**src/rtl/viterbi_pkg.sv**
```systemverilog
// Shared Viterbi decoder constants, FSM encoding and small state/pointer helpers
// used by the survivor memory and its traceback reader.
package viterbi_pkg;

    localparam int K     = 5;
    localparam int M     = K - 1;
    localparam int S     = 1 << M;
    localparam int D     = 10;
    localparam int PTR_W = $clog2(D);
    localparam int ST_W  = $clog2(S);

    typedef enum logic [1:0] {
        IDLE  = 2'd0,
        TRACE = 2'd1,
        OUT   = 2'd2
    } tb_state_e;

    // Newest bit lives in the MSB, so stepping back in time shifts toward the MSB.
    function automatic logic [M-1:0] pred(input logic [M-1:0] s, input logic b);
        return {s[M-2:0], b};
    endfunction

    function automatic logic [PTR_W-1:0] ptr_dec(input logic [PTR_W-1:0] p);
        return (p == {PTR_W{1'b0}}) ? PTR_W'(D - 1) : p - PTR_W'(1);
    endfunction

    function automatic logic [PTR_W-1:0] ptr_inc(input logic [PTR_W-1:0] p);
        return (p == PTR_W'(D - 1)) ? {PTR_W{1'b0}} : p + PTR_W'(1);
    endfunction

endpackage

```
**src/rtl/traceback_unit_if.sv**
```systemverilog
// Bundle of start request, survivor-memory read port and decoded-bit stream
// between the traceback unit and its neighbours.
interface traceback_unit_if;
    import viterbi_pkg::*;

    logic             tb_start;
    logic [PTR_W-1:0] tb_ptr;
    logic [M-1:0]     tb_state;
    logic             busy;
    logic [ST_W-1:0]  rd_state;
    logic [PTR_W-1:0] rd_time;
    logic             surv_bit;
    logic             dec_bit;
    logic             dec_valid;
    logic             dec_ready;

    modport master (
        output tb_start, tb_ptr, tb_state, surv_bit, dec_ready,
        input  busy, rd_state, rd_time, dec_bit, dec_valid
    );

    modport slave (
        input  tb_start, tb_ptr, tb_state, surv_bit, dec_ready,
        output busy, rd_state, rd_time, dec_bit, dec_valid
    );

endinterface

```
**src/rtl/traceback_unit.sv**
```systemverilog
// Survivor-memory reader: walks L decision rows backwards from the newest row
// and best state, then offers one decoded bit on a valid/ready handshake.
module traceback_unit
    import viterbi_pkg::*;
#(
    parameter int L = 8
) (
    input  logic             clk,
    input  logic             rst,
    traceback_unit_if.slave  tif
);

    localparam int STEP_W = $clog2(L + 1);

    tb_state_e         state_q, state_d;
    logic [M-1:0]      cur_q, cur_d;
    logic [PTR_W-1:0]  tptr_q, tptr_d;
    logic [STEP_W-1:0] step_q, step_d;
    logic              dec_bit_q, dec_bit_d;

    // State and datapath registers with synchronous reset.
    always_ff @(posedge clk) begin
        if (rst) begin
            state_q   <= IDLE;
            cur_q     <= {M{1'b0}};
            tptr_q    <= {PTR_W{1'b0}};
            step_q    <= {STEP_W{1'b0}};
            dec_bit_q <= 1'b0;
        end else begin
            state_q   <= state_d;
            cur_q     <= cur_d;
            tptr_q    <= tptr_d;
            step_q    <= step_d;
            dec_bit_q <= dec_bit_d;
        end
    end

    // Next-state and datapath update.
    always_comb begin
        state_d   = state_q;
        cur_d     = cur_q;
        tptr_d    = tptr_q;
        step_d    = step_q;
        dec_bit_d = dec_bit_q;
        case (state_q)
            IDLE: begin
                if (tif.tb_start) begin
                    state_d = TRACE;
                    cur_d   = tif.tb_state;
                    tptr_d  = tif.tb_ptr;
                    step_d  = {STEP_W{1'b0}};
                end else begin
                    state_d = IDLE;
                end
            end
            TRACE: begin
                cur_d  = pred(cur_q, tif.surv_bit);
                tptr_d = ptr_dec(tptr_q);
                step_d = step_q + STEP_W'(1);
                // The decoded bit is captured once, so it stays stable while stalled.
                if (step_q == STEP_W'(L - 1)) begin
                    state_d   = OUT;
                    dec_bit_d = cur_d[M-1];
                end else begin
                    state_d = TRACE;
                end
            end
            OUT: begin
                if (tif.dec_ready) begin
                    state_d   = IDLE;
                    dec_bit_d = 1'b0;
                end else begin
                    state_d = OUT;
                end
            end
            default: begin
                state_d = IDLE;
            end
        endcase
    end

    assign tif.busy      = (state_q != IDLE);
    assign tif.dec_valid = (state_q == OUT);
    assign tif.dec_bit   = dec_bit_q;
    assign tif.rd_state  = (state_q == TRACE) ? cur_q  : {ST_W{1'b0}};
    assign tif.rd_time   = (state_q == TRACE) ? tptr_q : {PTR_W{1'b0}};

endmodule
```
**src/flat_wrapper.sv**
```systemverilog
// flat-port wrapper written by rule: the top's interface ports become plain ports
module traceback_unit_flat import viterbi_pkg::*;
#(
    parameter int L = 8
)
  (clk, rst, tif_tb_start, tif_tb_ptr, tif_tb_state, tif_surv_bit, tif_dec_ready, tif_busy, tif_rd_state, tif_rd_time, tif_dec_bit, tif_dec_valid);
  traceback_unit_if tif_i ();
  input  logic clk;
  input  logic rst;
  input wire logic [$bits(tif_i.tb_start)-1:0] tif_tb_start;
  input wire logic [$bits(tif_i.tb_ptr)-1:0] tif_tb_ptr;
  input wire logic [$bits(tif_i.tb_state)-1:0] tif_tb_state;
  input wire logic [$bits(tif_i.surv_bit)-1:0] tif_surv_bit;
  input wire logic [$bits(tif_i.dec_ready)-1:0] tif_dec_ready;
  output wire logic [$bits(tif_i.busy)-1:0] tif_busy;
  output wire logic [$bits(tif_i.rd_state)-1:0] tif_rd_state;
  output wire logic [$bits(tif_i.rd_time)-1:0] tif_rd_time;
  output wire logic [$bits(tif_i.dec_bit)-1:0] tif_dec_bit;
  output wire logic [$bits(tif_i.dec_valid)-1:0] tif_dec_valid;
  assign tif_i.tb_start = tif_tb_start;
  assign tif_i.tb_ptr = tif_tb_ptr;
  assign tif_i.tb_state = tif_tb_state;
  assign tif_i.surv_bit = tif_surv_bit;
  assign tif_i.dec_ready = tif_dec_ready;
  assign tif_busy = tif_i.busy;
  assign tif_rd_state = tif_i.rd_state;
  assign tif_rd_time = tif_i.rd_time;
  assign tif_dec_bit = tif_i.dec_bit;
  assign tif_dec_valid = tif_i.dec_valid;
  traceback_unit #(.L(L)) u_core (.clk(clk), .rst(rst), .tif(tif_i));
endmodule
```
**config.mk**
```make
export PLATFORM = sky130hd
export DESIGN_NAME = traceback_unit_flat
export DESIGN_NICKNAME = d
export VERILOG_FILES = /design/src/rtl/viterbi_pkg.sv /design/src/rtl/traceback_unit_if.sv /design/src/rtl/traceback_unit.sv /design/src/flat_wrapper.sv
export SDC_FILE = /design/constraint.sdc
export NUM_CORES = 1
export LEC_CHECK = 0
export ABC_CLOCK_PERIOD_IN_PS = 1470
export BUFFER_PORTS_ARGS = -buffer_cell sky130_fd_sc_hd__buf_2
export CAP_MARGIN = 5
export CELL_PAD_IN_SITES_DETAIL_PLACEMENT = 2
export CELL_PAD_IN_SITES_GLOBAL_PLACEMENT = 2
export CORE_MARGIN = 2
export CORE_UTILIZATION = 27
export CTS_CLUSTER_SIZE = 14
export DETAILED_ROUTE_END_ITERATION = 10
export PLACE_DENSITY_LB_ADDON = 0.1
export SYNTH_ARGS = -nofsm -noshare
export SYNTH_HDL_FRONTEND = slang
export SYNTH_SLANG_ARGS = --single-unit
```
**constraint.sdc**
```tcl
create_clock -name clk -period 1.47 [get_ports clk]
set_input_delay 0.294 -clock clk [delete_from_list [all_inputs] [get_ports clk]]
set_output_delay 0.294 -clock clk [all_outputs]
set_load 0.01 [all_outputs]
```
==> flow_summary.json <==
{
  "fin_skew_ps": 8.13,
  "final_util_pct": 37.4,
  "drv_cap": 0,
  "yosys.area_share.adder_pct": 1.59,
  "synth_xor_area_share_pct": 0,
  "synthToLayoutAreaGrowth_pct": 31.6,
  "status": "complete, but fails checks",
  "wirelength_mm": 2.48,
  "synth_cell_types": 28,
  "syn_area_um2": 785,
  "setup_viol": 1,
  "worstSetupEndpoint": "tif_rd_state[1]",
  "hold_viol": 0,
  "drive_gt1_share_pct": 34.4,
  "syn_inst": 101,
  "ys_seq_area_share_pct": 38.3,
  "die_y_um": 57.9,
  "holdBufCountCts": 0,
  "netlist_top_cells_area": "dfxtp_1 38%, a21oi_1 7.7%, nor2_1 6.2%",
  "critPathArrivalTime_ps": 1180,
  "grt_pass1_wl_mm": 4.00,
  "drc": 0,
  "nets": 143,
  "p_per_area_nw_per_um2": 876,
  "seqPwrFrac_pct": 50.5,
  "final.min_clock_period_ps": 1480,
  "rows": 19,
  "design_area_um2": 1030,
  "swShare_pct": 31.0,
  "p_int_mw": 0.624,
  "synth_area_leader_cell": "dfxtp_1",
  "violations": "negative setup slack",
  "synth_mux_area_share_pct": 0,
  "firstDrtPassIters": 3,
  "port_buffers": 23,
  "n_antenna_cell": 0,
  "wl_per_cell_um": 15.6,
  "yosysMostFrequentCell": "dfxtp_1",
  "synth_common_cells": "15 x dfxtp_1, 13 x nor2_1, 12 x a21oi_1",
  "rsz0062_at_grt": "true",
  "ant_nets": 0,
  "path_cells": "and2b_4 > and2_4 > buf_6",
  "die_w_um": 57.9,
  "path_class": "reg2out",
  "setup_tns_ps": -5.57,
  "cts.clk_slew.worst_paths_ps": 90,
  "grt_use_total_pct": 16.2,
  "io_pins": 24,
  "ys_warn_count": 0,
  "synth_nets": 115,
  "async_flop_share_pct": 0,
  "fin_ws_ps": -5.57,
  "required_ps": 1180,
  "clock-sinks": 15,
  "antenna_found_initial": 0,
  "cp-startpoint": "u_core.state_q[1]",
  "r2r_start": "u_core.state_q[0]",
  "insertion_delay_ps": 300,
  "tightest_slew_ps": 378,
  "vias": 832,
  "clockPowerShare_pct": 28.3,
  "cellLeakagePower_nw": 0.461,
  "placed_area_um2": 920,
  "slew-limit-headroom_pct": 74.6,
  "avgViaCountPerCell": 5.23,
  "synth_top_family_by_area": "simple AND/OR/NAND/NOR gates",
  "grt_pass1_vias": 846,
  "hold_path.class": "in2reg",
  "critPathSlowestCell": "dfxtp_2",
  "grt_overflow": 0,
  "numCtsBuffers": 3,
  "r2r_end": "u_core.tptr_q[3]",
  "finalPower_mw": 0.904,
  "finalCritPeriodShare_pct": 100,
  "cp_max_fo": 5,
  "p_switching_mw": 0.280,
  "synth-seq-cells": 15,
  "dpl.hpwl_mm": 1.78,
  "synth_top_cell_area_share_pct": 38.3,
  "htree_levels": 1,
  "synth_compound_area_share_pct": 25.4,
  "root_buffer": "clkbuf_4",
  "worstRegToRegCells": 5,
  "setup.worst_path.start_class": "flip-flop",
  "cts_tree": "built",
  "routabilityCongestion": 0.703,
  "coreArea_um2": 2760,
  "crit_path_end_kind": "output port",
  "initial_utilization_pct": 28.4,
  "fill_cells": 328,
  "pre_cts_ws_ps": 93.1,
  "synthFlopType": "dfxtp_1",
  "synthSimpleGateAreaFrac_pct": 28.1,
  "synth_area_per_cell_um2": 7.77,
  "grt_max_degree": 16,
  "fmaxAchievable_mhz": 678,
  "r2r_slack_ps": 110,
  "clk_path_buf_depth": 2,
  "synth_edf_count": 0,
  "comb_power_share_pct": 21.2,
  "critPathMaxStageDelay_ps": 350,
  "ir_worst_vdd_uv": 432,
  "dr.first_iter.drc_count": 16,
  "drv_slew": 0,
  "dieArea_um2": 3350
}
## power by group through the flow
| stage | clock network, mW | logic, mW | registers, mW |
|---|---|---|---|
| detailed placement | 0 | 0.167 | 0.466 |
| finish | 0.256 | 0.191 | 0.456 |
| global placement | 0 | 0.162 | 0.464 |
| floorplan | 0 | 0.115 | 0.457 |
| global route | 0.282 | 0.216 | 0.461 |
| CTS | 0.267 | 0.190 | 0.456 |
## flip-flops by register name (all words and copies together), names as in the netlist
register / flops
u_core.tif.dec_bit: 1
u_core.step_q: 4
u_core.state_q: 2
u_core.cur_q: 4
u_core.tptr_q: 4
## stage by stage
step	hold slack [ps]	instances
2_1_floorplan	366	101
3_3_place_gp	456	151
3_5_place_dp	466	151
4_1_cts	231	159
5_1_grt	244	159
6_report	244	159
## timing repair
item                                    in CTS  in global routing
pin swaps                                    4                  0
setup buffers                                3                  0
gates resized for setup                     13                  4
gates cloned                                 1                  0
endpoints found under the setup margin       9                 11
## metal layers
metal | vias to the layer above | track usage (%) | wire [um]
met5 | - | 0 | 0
met4 | 0 | 8.97 | 57
met3 | 5 | 4.24 | 109
met2 | 13 | 26.0 | 1210
met1 | 406 | 19.7 | 1100
li1 | 408 | - | -
## worst min-delay path by stage
stage | from | to | cells after the start
after floorplan | rst | u_core.step_q[3] | 1
after global placement | u_core.tif.dec_bit | u_core.tif.dec_bit | 2
after detailed placement | u_core.step_q[3] | u_core.step_q[3] | 1
after CTS | tif_tb_state[2] | u_core.cur_q[2] | 3
after global routing | tif_tb_state[2] | u_core.cur_q[2] | 3
final | tif_tb_state[2] | u_core.cur_q[2] | 3
## worst max-delay path, delay by kind of cell (launching register included)
kind | cells | cell delay [ps]
buf+inv | 1 | 100
flops | 1 | 350
simple gates | 2 | 440
## cell usage in the layout (no fill, tap or decap), drive strengths merged, types with 2 or more instances in the layout
cell type,count
nand3,4
nor2,13
and2,6
and2b,2
nor3,2
a211oi,2
inv,5
a22oi,3
o32ai,2
a311oi,2
dfxtp,15
a21oi,12
nand2,9
buf,28
clkbuf,3
o21ai,5
nand3b,2
nand2b,4
## cell families (layout without fill, tap and decap cells)
family                   Yosys count  count (layout)
AO/OA/AOI/OAI                     30              30
adder cells (fa/ha/maj)            1               1
flip-flops                        15              15
AND/OR/NAND/NOR                   44              45
buffers and inverters             11              37
## final cells by class
| class | instances | area (um^2) | area share, % |
|---|---|---|---|
| multi-input cells | 76 | 470 | 45.6 |
| flip-flops and latches | 15 | 305 | 29.6 |
| repair buffers | 28 | 171 | 16.6 |
| clock buffers | 3 | 22.5 | 2.18 |
| clock inverters | 1 | 5.00 | 0.485 |
| well taps | 31 | 38.8 | 3.76 |
| inverters | 5 | 18.8 | 1.82 |
No activity file was read; power rests on OpenSTA's default activity.
